### config.mk
export PLATFORM = sky130hd
export DESIGN_NAME = seg_scan_driver
export DESIGN_NICKNAME = d
export VERILOG_FILES = /design/src/rtl/seg_pkg.sv /design/src/rtl/bcd_dd.sv /design/src/rtl/seg_scan_driver.sv
export SDC_FILE = /design/constraint.sdc
export NUM_CORES = 1
export LEC_CHECK = 0
export CAP_MARGIN = 20
export CORE_ASPECT_RATIO = 0.7
export CORE_UTILIZATION = 37
export CTS_CLUSTER_SIZE = 12
export DETAILED_ROUTE_END_ITERATION = 16
export PLACE_DENSITY_LB_ADDON = 0.15
export SYNTH_ARGS = -nofsm -noshare
export SYNTH_HDL_FRONTEND = slang
export SYNTH_SLANG_ARGS = --single-unit
### constraint.sdc
create_clock -name clk -period 2.1 [get_ports clk]
set_input_delay 0.42 -clock clk [delete_from_list [all_inputs] [get_ports clk]]
set_output_delay 0.42 -clock clk [all_outputs]
set_load 0.1 [all_outputs]
### src/rtl/seg_pkg.sv
// Shared types and constants for the multiplexed 7-segment scan driver.
package seg_pkg;

   typedef enum logic [1:0] {
      IDLE   = 2'd0,
      SHIFT  = 2'd1,
      COMMIT = 2'd2
   } state_t;

   localparam logic [13:0] BCD_MAX   = 14'd9999;
   localparam logic [6:0]  SEG_BLANK = 7'b1111111;

   // Active-low {g,f,e,d,c,b,a} patterns for digits 0..9.
   localparam logic [6:0] SEG_TABLE [10] = '{
      7'b1000000, 7'b1111001, 7'b0100100, 7'b0110000, 7'b0011001,
      7'b0010010, 7'b0000010, 7'b1111000, 7'b0000000, 7'b0010000
   };

   function automatic logic [6:0] seg_decode(input logic [3:0] d);
      logic [6:0] pat;
      pat = SEG_BLANK;
      if (d <= 4'd9) pat = SEG_TABLE[d];
      return pat;
   endfunction

endpackage

### src/rtl/bcd_dd.sv
// Sequential double-dabble converter: 14-bit binary to 4-digit BCD, one bit per shift.
module bcd_dd (
   input  logic        clk,
   input  logic        reset,
   input  logic        start,
   input  logic        shift,
   input  logic [13:0] bin,
   output logic [15:0] bcd
);
   import seg_pkg::*;

   logic [13:0] src;
   logic [15:0] work;
   logic [15:0] adj;

   always_comb begin
      adj = work;
      for (int unsigned i = 0; i < 4; i++) begin
         if (work[i*4 +: 4] >= 4'd5) adj[i*4 +: 4] = work[i*4 +: 4] + 4'd3;
      end
   end

   always_ff @(posedge clk or negedge reset) begin
      if (!reset) begin
         src  <= '0;
         work <= '0;
      end else if (start) begin
         src  <= bin;
         work <= '0;
      end else if (shift) begin
         work <= {adj[14:0], src[13]};
         src  <= {src[12:0], 1'b0};
      end
   end

   assign bcd = work;

endmodule

### src/rtl/seg_scan_driver.sv
// Binary-to-BCD conversion and 4-digit multiplexed 7-segment scan.
// Optional leading-zero blanking via macro SEG_LEADING_ZERO_BLANK_EN.
module seg_scan_driver #(
   parameter int unsigned SCAN_DIV = 2048
) (
   input  logic        clk,
   input  logic        reset,
   input  logic [13:0] bin_i,
   input  logic        valid_i,
   output logic        ready_o,
   output logic        ovf_o,
   output logic [3:0]  an_o,
   output logic [6:0]  seg_o
);
   import seg_pkg::*;

   localparam int unsigned    PW       = $clog2(SCAN_DIV);
   localparam logic [PW-1:0]  PRE_LAST = PW'(SCAN_DIV - 1);

   state_t        state, state_nxt;
   logic [3:0]    cnt;
   logic          dd_start, dd_shift;
   logic [13:0]   bin_sat;
   logic [15:0]   bcd;
   logic [15:0]   disp;
   logic [PW-1:0] pre;
   logic [1:0]    idx;
   logic [3:0]    digit;

   assign bin_sat = (bin_i > BCD_MAX) ? BCD_MAX : bin_i;

   bcd_dd u_dd (
      .clk   (clk),
      .reset (reset),
      .start (dd_start),
      .shift (dd_shift),
      .bin   (bin_sat),
      .bcd   (bcd)
   );

   always_ff @(posedge clk or negedge reset) begin
      if (!reset) state <= IDLE;
      else        state <= state_nxt;
   end

   always_comb begin
      state_nxt = state;
      dd_start  = 1'b0;
      dd_shift  = 1'b0;
      ready_o   = 1'b0;
      case (state)
         IDLE: begin
            ready_o = 1'b1;
            if (valid_i) begin
               dd_start  = 1'b1;
               state_nxt = SHIFT;
            end
         end
         SHIFT: begin
            dd_shift = 1'b1;
            if (cnt == 4'd13) state_nxt = COMMIT;
         end
         COMMIT:  state_nxt = IDLE;
         default: state_nxt = IDLE;
      endcase
   end

   always_ff @(posedge clk or negedge reset) begin
      if (!reset) begin
         cnt   <= '0;
         ovf_o <= 1'b0;
         disp  <= '0;
      end else begin
         if (dd_start) begin
            cnt   <= '0;
            ovf_o <= (bin_i > BCD_MAX);
         end else if (dd_shift) begin
            cnt <= cnt + 4'd1;
         end
         if (state == COMMIT) disp <= bcd;
      end
   end

   // Scan runs independently of the converter so it never stalls.
   always_ff @(posedge clk or negedge reset) begin
      if (!reset) begin
         pre <= '0;
         idx <= '0;
      end else if (pre == PRE_LAST) begin
         pre <= '0;
         idx <= idx + 2'd1;
      end else begin
         pre <= pre + 1'b1;
      end
   end

   assign an_o  = 4'b0001 << idx;
   assign digit = disp[{idx, 2'b00} +: 4];

`ifdef SEG_LEADING_ZERO_BLANK_EN
   logic lead_zero;

   always_comb begin
      lead_zero = 1'b0;
      case (idx)
         2'd3:    lead_zero = (disp[15:12] == 4'd0);
         2'd2:    lead_zero = (disp[15:8]  == 8'd0);
         2'd1:    lead_zero = (disp[15:4]  == 12'd0);
         default: lead_zero = 1'b0;
      endcase
   end

   assign seg_o = lead_zero ? SEG_BLANK : seg_decode(digit);
`else
   assign seg_o = seg_decode(digit);
`endif

endmodule

* Word-level counts from Yosys, hierarchy flattened
Memory sizes are Yosys's and may differ from the RTL's. Index checks and enable logic that the tools add are counted.
Word-level totals: register bits 66, input bits 17, output and inout port bits 13, ROM bits 112, memories 1, word-level logic and storage cells 57
Cells by class: magnitude comparators 7, bitwise gates (word level) 1, reductions and logical operators 3, shifts and indexed selects 2, $add $sub $neg 7, equality and inequality tests 6, multiplexer cells 22
Memories:
- (name not given) | words 16, width 7, read ports 1, clocked after Yosys merged registers in 0, wr ports 0, RTL line seg_pkg.sv:22 | if (d <= 4'd9) pat = SEG_TABLE[d];
Operators with widths (number):
- $mux W14 | 3
- $mux W16 | 2
- $mux W7 | 3
- $mux W4 | 5
- $ge A4 B3 Y1 const B | 4
- $shiftx A16 B5 Y4 | 1
- $gt A14 B14 Y1 const B | 1
- $add A4 B2 Y4 const B | 3
- $add A11 B1 Y11 const B | 1
- $eq A11 B11 Y1 const B | 1
- $mux W11 | 1
- $ge A5 B5 Y1 const B | 1
- $not A4 Y5 | 1
- $add A4 B1 Y4 const B | 1
- $eq A4 B4 Y1 const B | 1
- $le A4 B4 Y1 const B | 1
- $mux W1 | 4
- $mux W2 | 2
- $ne A2 B2 Y1 const B | 2
- $pmux W2 S2 | 1
- $shl A1 B2 Y4 const A | 1
- $add A3 B2 Y3 const B | 1
- $mux W3 | 1
- $add A2 B1 Y2 const B | 1
- other kinds (5) | 5

* Depth between registers and ports, before layout
Gate-level depths: netlist (run 1).
depth after elaboration 6, depth in mapped cells 8

* By module
From an unflattened synthesis (run 1), not the netlist that was laid out.
Unflattened totals: cell total of the unflattened synthesis 353, area total of the unflattened synthesis 3661.0 µm²
Modules (own cells, without submodules):
- seg_scan_driver | cells an instance 178, seq. area each 900.9 µm², times used 1, area an instance 1983.2 µm²
- bcd_dd | cells an instance 175, seq. area each 750.7 µm², times used 1, area an instance 1677.9 µm²

* Worst setup path before layout (run 1)
No wires, ideal clock.
path type reg2out, from register idx[0], to output seg_o[6], buffers on the path 1, arrival 3097 ps, cell stages (with the launch flop) 7, setup slack -1417 ps, cell sequence dfrtp_1 buf_6 mux4_1 ha_1 o21ai_0 o21ai_1 a21oi_1
On the way: longest elaborated chain between the ends 6
RTL lines:
- start: declaration | RTL line seg_scan_driver.sv:27 | logic [1:0] idx;
- start signal: assignment | RTL line seg_scan_driver.sv:91 | idx <= idx + 2'd1;
- $shiftx A16 B5 Y4 * | RTL line seg_scan_driver.sv:98 | assign digit = disp[{idx, 2'b00} +: 4];
- $not A4 Y5 (implied by the code) | RTL line seg_pkg.sv:22
- $mem_v2 Z16 W7
- $mux W7 (implied by the code) (2 in a row) | RTL line seg_pkg.sv:22
- $mux W7 * | RTL line seg_pkg.sv:22
- end: declaration | RTL line seg_scan_driver.sv:13 | output logic [6:0] seg_o
Mark *: on every way between the ends. The rest lies on a longest branch, timed or not. The select of a mux whose other input is x is not followed.

* Worst setup path in the final report (run 1)
from register idx[0], to output seg_o[3]
Same word-level chain as after synthesis.

==> results of run 1 <==
area by class of cell:
type / instances / area (µm²)
inverters: 19 / 76.3
flip-flops and latches: 66 / 1650
repair buffers: 64 / 702
fillers: 828 / 4430
clock buffers: 10 / 239
clock inverters: 4 / 20.0
well taps: 124 / 155
multi-input cells: 233 / 1800
routing by layer:
metal	vias to the layer above	track usage [%]
met2	53	23.3
met1	1270	23.8
li1	1300	-
met3	8	4.74
met5	-	0
met4	0	5.24
metrics by stage:
step	power, mW	hold slack (ns)	cell area [µm²]
3_3_place_gp	5.97	0.446	4250
5_1_grt	7.96	0.121	4640
2_1_floorplan	4.76	0.124	3510
4_1_cts	7.49	0.104	4600
6_report	7.47	0.0905	4640
3_5_place_dp	6.02	0.452	4250
power by group through the flow:
stage | Sequential [mW] | Clock, mW | Combinational [mW]
floorplan | 2.05 | 0 | 2.71
global route | 2.19 | 1.41 | 4.36
finish | 2.11 | 1.31 | 4.05
global placement | 2.10 | 0 | 3.86
detailed placement | 2.11 | 0 | 3.91
CTS | 2.12 | 1.36 | 4.02
logic make-up after synthesis:
group | synth area share (%)
AO/OA/AOI/OAI | 15.3
flip-flops | 47.8
buffers and inverters | 4.16
AND/OR/NAND/NOR | 13.6
multiplexers | 8.03
adder cells (fa/ha/maj) | 7.24
XOR/XNOR | 3.80
path summary, 6_finish.rpt:
kind,from,end,slack (ns),cells after the start
worst max-delay path,idx[0],seg_o[3],-0.54,8
worst min-delay path,reset,pre[9],0.09,1
worst max register to register,state[0],u_dd.bcd[14],0.31,3
worst min register to register,u_dd.src[3],u_dd.src[3],0.47,2
max in group asynchronous,reset,u_dd.bcd[12],1.41,2
min in group clk,u_dd.src[3],u_dd.src[3],0.47,2
timing repair:
item | 4_1_cts | 5_1_grt
setup buffers | 3 | 2
setup endpoints to repair | 7 | 7
pin swaps | 4 | 4
cloned | 1 | 0
hold buffers | 0 | 0
endpoints found under the hold margin | 0 | 0
resized for setup | 12 | 10
sequential cells by signal (all words and copies together), names as in the netlist:
signal and flops:
idx 2, cnt 4, u_dd.bcd 16, u_dd.src 14, disp 16, pre 11
state 2, ovf_o 1
layout by cell type (no fill, tap or decap), types with 3 or more instances in the layout:
| cell | count |
|---|---|
| nor2_1 | 18 |
| o21ai_0 | 30 |
| dfrtp_1 | 65 |
| clkdlybuf4s50_1 | 15 |
| a21oi_1 | 13 |
| ha_4 | 3 |
| buf_4 | 31 |
| inv_1 | 17 |
| nand3_1 | 7 |
| nand2_1 | 32 |
| and3_1 | 3 |
| mux2_2 | 12 |
| a32o_1 | 4 |
| a31oi_1 | 6 |
| xor2_1 | 6 |
| xnor2_1 | 9 |
| o32ai_1 | 3 |
| nand4_1 | 4 |
| nand2b_1 | 5 |
| o31ai_1 | 8 |
| buf_12 | 14 |
| clkbuf_16 | 9 |
| o22ai_1 | 5 |
| ha_1 | 16 |
| mux2i_1 | 3 |
| buf_6 | 3 |
| clkinv_2 | 4 |
| mux4_2 | 5 |
critical path, cell delays in order (launching register included):
cell	delay, ns
dfrtp_2	0.40
mux4_2	0.59
inv_4	0.11
ha_4	0.14
nor2_4	0.04
nand2_2	0.07
a21boi_4	0.28
o21ai_4	0.10
buf_12	0.17
==> metrics, run 1 <==
part of the power in combinational logic=54.1%; sw frac=43.0%; status=complete, but fails checks; die area=0.00974 mm²; vias in the first global route=2,489; Synthesized Nets=367; Seq/Total Area, Yosys=47.8%; failing checks=setup timing; Ant. Diodes=0; ys async rst share=100%; area of the mapped netlist=0.00346 mm²; max-slew violations=0; Die Ht=82.9 µm; Final TNS setup=-3.45 ns; Total Wirelength=7420 µm; M1 wire length=3880 µm; DP HPWL=5170 µm; first-pass GRT wire length=12,500 µm; Final Hold Fails=0; CTS tree=yes; Layout area overhead=34.3%; CTS buffer count=9; EDFF count, synth=0; count leader, synth=dfrtp_1; via/cell ratio=5.06; antenna viol nets, final=0; pre-CTS WS=-0.404 ns; WL met3=336 µm; gr usage total=16.4%; Slew @ Worst Pin=0.996 ns; net switching power figure=3.21 mW; clk_skew=0.00322 ns; # clock sinks=66; input/output buffers=29; Clock power frac=17.6%; RD Place Congestion=0.772; Row Count=29; Die X=118 µm; Leak Pwr=2.02 nW; ys flop type=dfrtp_1; CTS root buffer=clkbuf_16; period utilization=125%; Flop pwr share=28.3%; initial antenna violation count=0; Seq cells post-synth=66; CTS max path bufs=2; syn avg cell area=10.5 µm²; most frequent cells after synthesis=dfrtp_1, nand2_1, o21ai_0; WL/cell=14.3 µm; number of warnings issued by yosys=0; pin count of the biggest net entering global routing=37; Overflow after GRT=0; initial DRC count=153; slew margin rel.=33.3%; final core occ=51.2%; clock-pin slew on the worst setup and hold paths=0.05 ns; Cell Int Power=4.26 mW; worst hold-check path type=input port to asynchronous set/reset pin; TritonRoute pass-1 iters=4; setup-violating endpoint count in the final report=7; RSZ-0062 raised after global routing=yes; Initial Utilization=38.1%; WS Path Type=register to output pin; # DRC=0; dpl cells=500; # H-tree levels=3; ranking of synthesized cells by area=dfrtp_1, ha_1, o21ai_0; Layout Nets=430; Skew-Pair Late Insertion Delay=0.32 ns; crit path time final=2.64 ns; Vias=2,631; Final WS setup=-0.535 ns; Pwr Density=1610 mW/mm²; max-cap viol count=0; share of post-route cells with drive strength above 1=27.5%; Post-Syn Instances=330; distinct cell type count after synthesis=50; FMAX=379 MHz; CP Capture Type=output pin; area share of the largest cell type after synthesis=47.8%; cell taking the most area after synthesis=dfrtp_1; worst path arrival time=2.22 ns; core area=0.00907 mm²; IO Pins=30; fin cells=520; Critical Path RT=1.68 ns; Worst Path Max Fanout=3; Worst setup SP type=register; Routed met2 length=3140 µm; Worst VDD drop=1.07 mV; top routing layer in use=met4
Power figures use the tool's default switching activity.
==> inputs of run 2 (changes only) <==
--- a/config.mk
+++ b/config.mk
@@ -8,9 +8,11 @@
 export CAP_MARGIN = 20
 export CORE_ASPECT_RATIO = 0.7
 export CORE_UTILIZATION = 37
+export CTS_BUF_LIST = sky130_fd_sc_hd__clkbuf_4 sky130_fd_sc_hd__clkbuf_8
 export CTS_CLUSTER_SIZE = 12
 export DETAILED_ROUTE_END_ITERATION = 16
 export PLACE_DENSITY_LB_ADDON = 0.15
+export SLEW_MARGIN = 15
 export SYNTH_ARGS = -nofsm -noshare
 export SYNTH_HDL_FRONTEND = slang
 export SYNTH_SLANG_ARGS = --single-unit
==> run 2 against run 1 <==
Net effect:
- the run still ends with setup timing left
- clock power down 31%
- via count down 0.57%
- worst hold slack worse by 0.015 ns
- die area unchanged
- total power down 5.5%
- sequential share of layout area up 0.79 points
- critical path type unchanged
- largest power group unchanged
==> metrics, run 2 (synthesis gave the netlist of run 1 again) <==
status=complete, but fails checks; failing checks=setup timing; share of post-route cells with drive strength above 1=27.5%; CTS root buffer=clkbuf_8; TritonRoute pass-1 iters=4; Die X=118 µm; Worst VDD drop=0.996 mV; Overflow after GRT=0; WS Path Type=register to output pin; CTS buffer count=9; total power draw=7.06 mW; WL/cell=14.3 µm; initial antenna violation count=0; GR Layer Usage met2=23.2%; first-pass GRT wire length=12,400 µm; input/output buffers=29; FMAX=376 MHz; met3 Use GR=4.33%; setup-violating endpoint count in the final report=7; max-slew violations=0; worst hold-check path type=input port to asynchronous set/reset pin; Skew-Pair Late Insertion Delay=0.33 ns; # clock sinks=66; CP Capture Type=output pin; worst path arrival time=2.24 ns; Final WS setup=-0.560 ns; crit path time final=2.66 ns; Ant. Diodes=0; CTS Hold Bufs=0; slew margin rel.=34.3%; max-cap viol count=0; Layout Nets=430; period utilization=127%; initial DRC count=137; Slew @ Worst Pin=0.982 ns; Total Wirelength=7430 µm; vias in the first global route=2,483; worst hold margin=0.0757 ns; clk_skew=0.00752 ns; core area=0.00907 mm²; CTS max path bufs=2; # DRC=0; Leak Pwr=1.97 nW; via/cell ratio=5.03; DP HPWL=5170 µm; met1 usage=23.7%; placed inst area=0.00425 mm²; pin count of the biggest net entering global routing=37; post-route cell area=0.00454 mm²; Worst Path Max Fanout=3; RD Place Congestion=0.772; # H-tree levels=3; Critical Path RT=1.68 ns; most frequent cells in the layout=dfrtp_1, nand2_1, buf_4, o21ai_0, nor2_1; Final Hold Fails=0; Row Count=29; Pwr Density=1550 mW/mm²; Initial Utilization=38.1%; RSZ-0062 raised after global routing=yes; gr usage total=16.1%; antenna viol nets, final=0; IO Pins=30; CTS tree=yes; Layout area overhead=31.4%; Die Ht=82.9 µm; most used routing layer=met1; Vias=2,616; Worst setup SP type=register; clock-pin slew on the worst setup and hold paths=0.07 ns; most common cell after layout, fill and taps aside=dfrtp_1; die area=0.00974 mm²
[run 2: cell types whose count changed in the layout (fill, tap and decap cells not counted)]
cell,change
clkbuf_16,-9
clkbuf_8,+9
[run 2: timing repair]
item | CTS | global route
setup endpoints to repair | 7 | 7
gates cloned | 1 | 0
pin swaps | 4 | 4
setup buffers | 3 | 2
resized for setup | 12 | 10
[run 2: path summary, 6_finish.rpt]
kind                        startpoint          end  slack (ns)  cells past startpoint
max                             idx[0]     seg_o[6]       -0.56                      8
min                              reset       pre[9]        0.08                      1
max reg2reg                u_dd.bcd[0]  u_dd.bcd[2]        0.32                      6
min reg2reg                u_dd.src[3]  u_dd.src[3]        0.47                      2
max in group asynchronous        reset     state[0]        1.43                      2
min in group clk           u_dd.src[3]  u_dd.src[3]        0.47                      2
[run 2: through the flow]
stage	utilization [%]	setup WS, ns	TNS, ns	std cells
3_3_place_gp	46.9	-0.337	-2.25	500
5_1_grt	50.1	-0.653	-4.25	520
6_report	50.1	-0.560	-3.63	520
3_5_place_dp	46.9	-0.404	-2.49	500
4_1_cts	49.6	-0.588	-3.77	518
2_1_floorplan	-	-1.01	-3.73	330
[run 2: worst max-delay path, stage by stage (launching register included)]
cell     delay [ns]
dfrtp_2        0.40
mux4_2         0.59
buf_4          0.17
buf_6          0.11
ha_4           0.15
nor3_2         0.12
buf_4          0.15
a21oi_2        0.04
buf_12         0.17
[run 2: power breakdown]
part	switching (mW)	internal, mW
clock	0.460	0.439
combinational	2.35	1.70
sequential	0.364	1.75
[run 2: area by class of cell]
class,count,area (µm²)
Fill cell,846,4530
Inverter,19,76.3
Timing Repair Buffer,64,702
Clock buffer,10,138
Multi-Input combinational cell,233,1800
Tap cell,124,155
Clock inverter,4,20.0
Sequential cell,66,1650
[run 2: layer usage]
| metal | up-vias | wire [µm] |
|---|---|---|
| met5 | - | 0 |
| met1 | 1267 | 3890 |
| met3 | 7 | 309 |
| met2 | 46 | 3180 |
| li1 | 1296 | - |
| met4 | 0 | 55 |
==> inputs of run 3 (changes only) <==
--- a/config.mk
+++ b/config.mk
@@ -6,9 +6,8 @@
 export NUM_CORES = 1
 export LEC_CHECK = 0
 export CAP_MARGIN = 20
-export CORE_ASPECT_RATIO = 0.7
-export CORE_UTILIZATION = 37
-export CTS_BUF_LIST = sky130_fd_sc_hd__clkbuf_4 sky130_fd_sc_hd__clkbuf_8
+export CORE_ASPECT_RATIO = 1.25
+export CORE_UTILIZATION = 40
 export CTS_CLUSTER_SIZE = 12
 export DETAILED_ROUTE_END_ITERATION = 16
 export PLACE_DENSITY_LB_ADDON = 0.15
==> run 3 against run 2 <==
Net effect:
- the run still ends with setup timing left
- flip-flop and latch count unchanged
- highest routed layer unchanged
- worst hold slack worse by 0.013 ns
- largest cell class unchanged
- clock power up 58%
- clock-buffer cell count down 1
- sequential power about the same
==> metrics, run 3 (synthesis gave the netlist of run 1 again) <==
status=complete, but fails checks; failing checks=setup timing; Total Wirelength=7190 µm; Die Ht=106 µm; RSZ-0062 raised after global routing=yes; CP Capture Type=output pin; period utilization=127%; reg2reg setup slack=0.28 ns; # clock sinks=66; Final Hold Fails=0; most frequent cells in the layout=dfrtp_1, nand2_1, buf_4, o21ai_0, nor2_1; TritonRoute pass-1 iters=4; Worst Path Max Fanout=4; die area=0.00902 mm²; via/cell ratio=5.35; Slew @ Worst Pin=0.959 ns; clock-pin slew on the worst setup and hold paths=0.07 ns; worst hold margin=0.0624 ns; worst path arrival time=2.24 ns; input/output buffers=29; worst hold-check path type=input port to asynchronous set/reset pin; # DRC=0; max-cap viol count=0; pin count of the biggest net entering global routing=67; Final TNS setup=-3.74 ns; core area=0.00829 mm²; RD Place Congestion=0.773; Worst VDD drop=0.912 mV; Pwr Density=1650 mW/mm²; crit path time final=2.66 ns; Initial Utilization=41.7%; WS Path Type=register to output pin; placed inst area=0.00420 mm²; first-pass GRT wire length=12,600 µm; Worst setup SP type=register; Critical Path RT=1.68 ns; post-route cell area=0.00454 mm²; Overflow after GRT=0; final core occ=54.7%; initial antenna violation count=0; CTS root buffer=clkbuf_8; DP HPWL=5120 µm; CTS max path bufs=2; FMAX=375 MHz; vias in the first global route=2,682; CTS tree=yes; Vias=2,627; slew margin rel.=35.8%; max-slew violations=0; gr usage total=17.9%; total power draw=7.47 mW; WL/cell=14.6 µm; CTS buffer count=9; Layout area overhead=31.2%; Layout Nets=426; # H-tree levels=3; antenna viol nets, final=0; most common cell after layout, fill and taps aside=dfrtp_1; Skew-Pair Late Insertion Delay=0.35 ns; setup-violating endpoint count in the final report=7; share of post-route cells with drive strength above 1=25.9%; initial DRC count=156; CTS Hold Bufs=0; Leak Pwr=1.99 nW; clk_skew=0.0136 ns; IO Pins=30; Final WS setup=-0.565 ns; Die X=85.2 µm; Ant. Diodes=0; Row Count=37
==> run 3: layout make-up <==
| type | instances | area (µm²) |
|---|---|---|
| well taps | 97 | 121 |
| flip-flops and latches | 66 | 1650 |
| repair buffers | 61 | 661 |
| clock inverters | 7 | 141 |
| fillers | 731 | 3750 |
| multi-input cells | 232 | 1760 |
| inverters | 19 | 73.8 |
| clock buffers | 9 | 124 |
==> run 3: worst paths after layout <==
kind                                   from            to  cells past startpoint
max in group asynchronous             reset  u_dd.bcd[11]                      2
min in group clk                u_dd.src[3]   u_dd.src[3]                      2
worst min register to register  u_dd.src[3]   u_dd.src[3]                      2
worst max register to register     state[1]  u_dd.bcd[14]                      3
worst min-delay path                  reset        pre[7]                      2
worst max-delay path                 idx[0]      seg_o[3]                      6
==> run 3: power breakdown <==
part / switching [mW] / internal [mW] / total (mW) / leakage, nW
logic: 2.29 / 1.67 / 3.96 / 1.04
clock network: 0.511 / 0.908 / 1.42 / 0.129
registers: 0.341 / 1.75 / 2.09 / 0.821
total: 3.14 / 4.32 / 7.47 / 1.99
==> run 3: critical path: stages (launching register included) <==
cell and delay (ns):
dfrtp_1 0.41, mux4_2 0.59, inv_2 0.12, ha_1 0.25, and2b_2 0.21, o21ai_4 0.14, buf_12 0.19
==> run 3: layer usage <==
layer	up-vias	global-route usage (%)	share of wire, %
li1	1291	-	-
met1	1285	22.6	44
met2	41	30.1	52
met3	10	3.49	2.5
met4	0	7.51	1.6
met5	-	0	0
==> run 3: stage by stage <==
step | instances | worst slack, ns
after floorplan | 330 | -1.01
after detailed placement | 472 | -0.334
final | 491 | -0.565
after global placement | 472 | -0.295
after CTS | 490 | -0.589
after global routing | 491 | -0.678
==> run 3: timing repair <==
action                                  CTS  global route
pin swaps                                 2             1
endpoints found under the setup margin    7             7
resized for setup                        12             2
setup buffers                             2             1
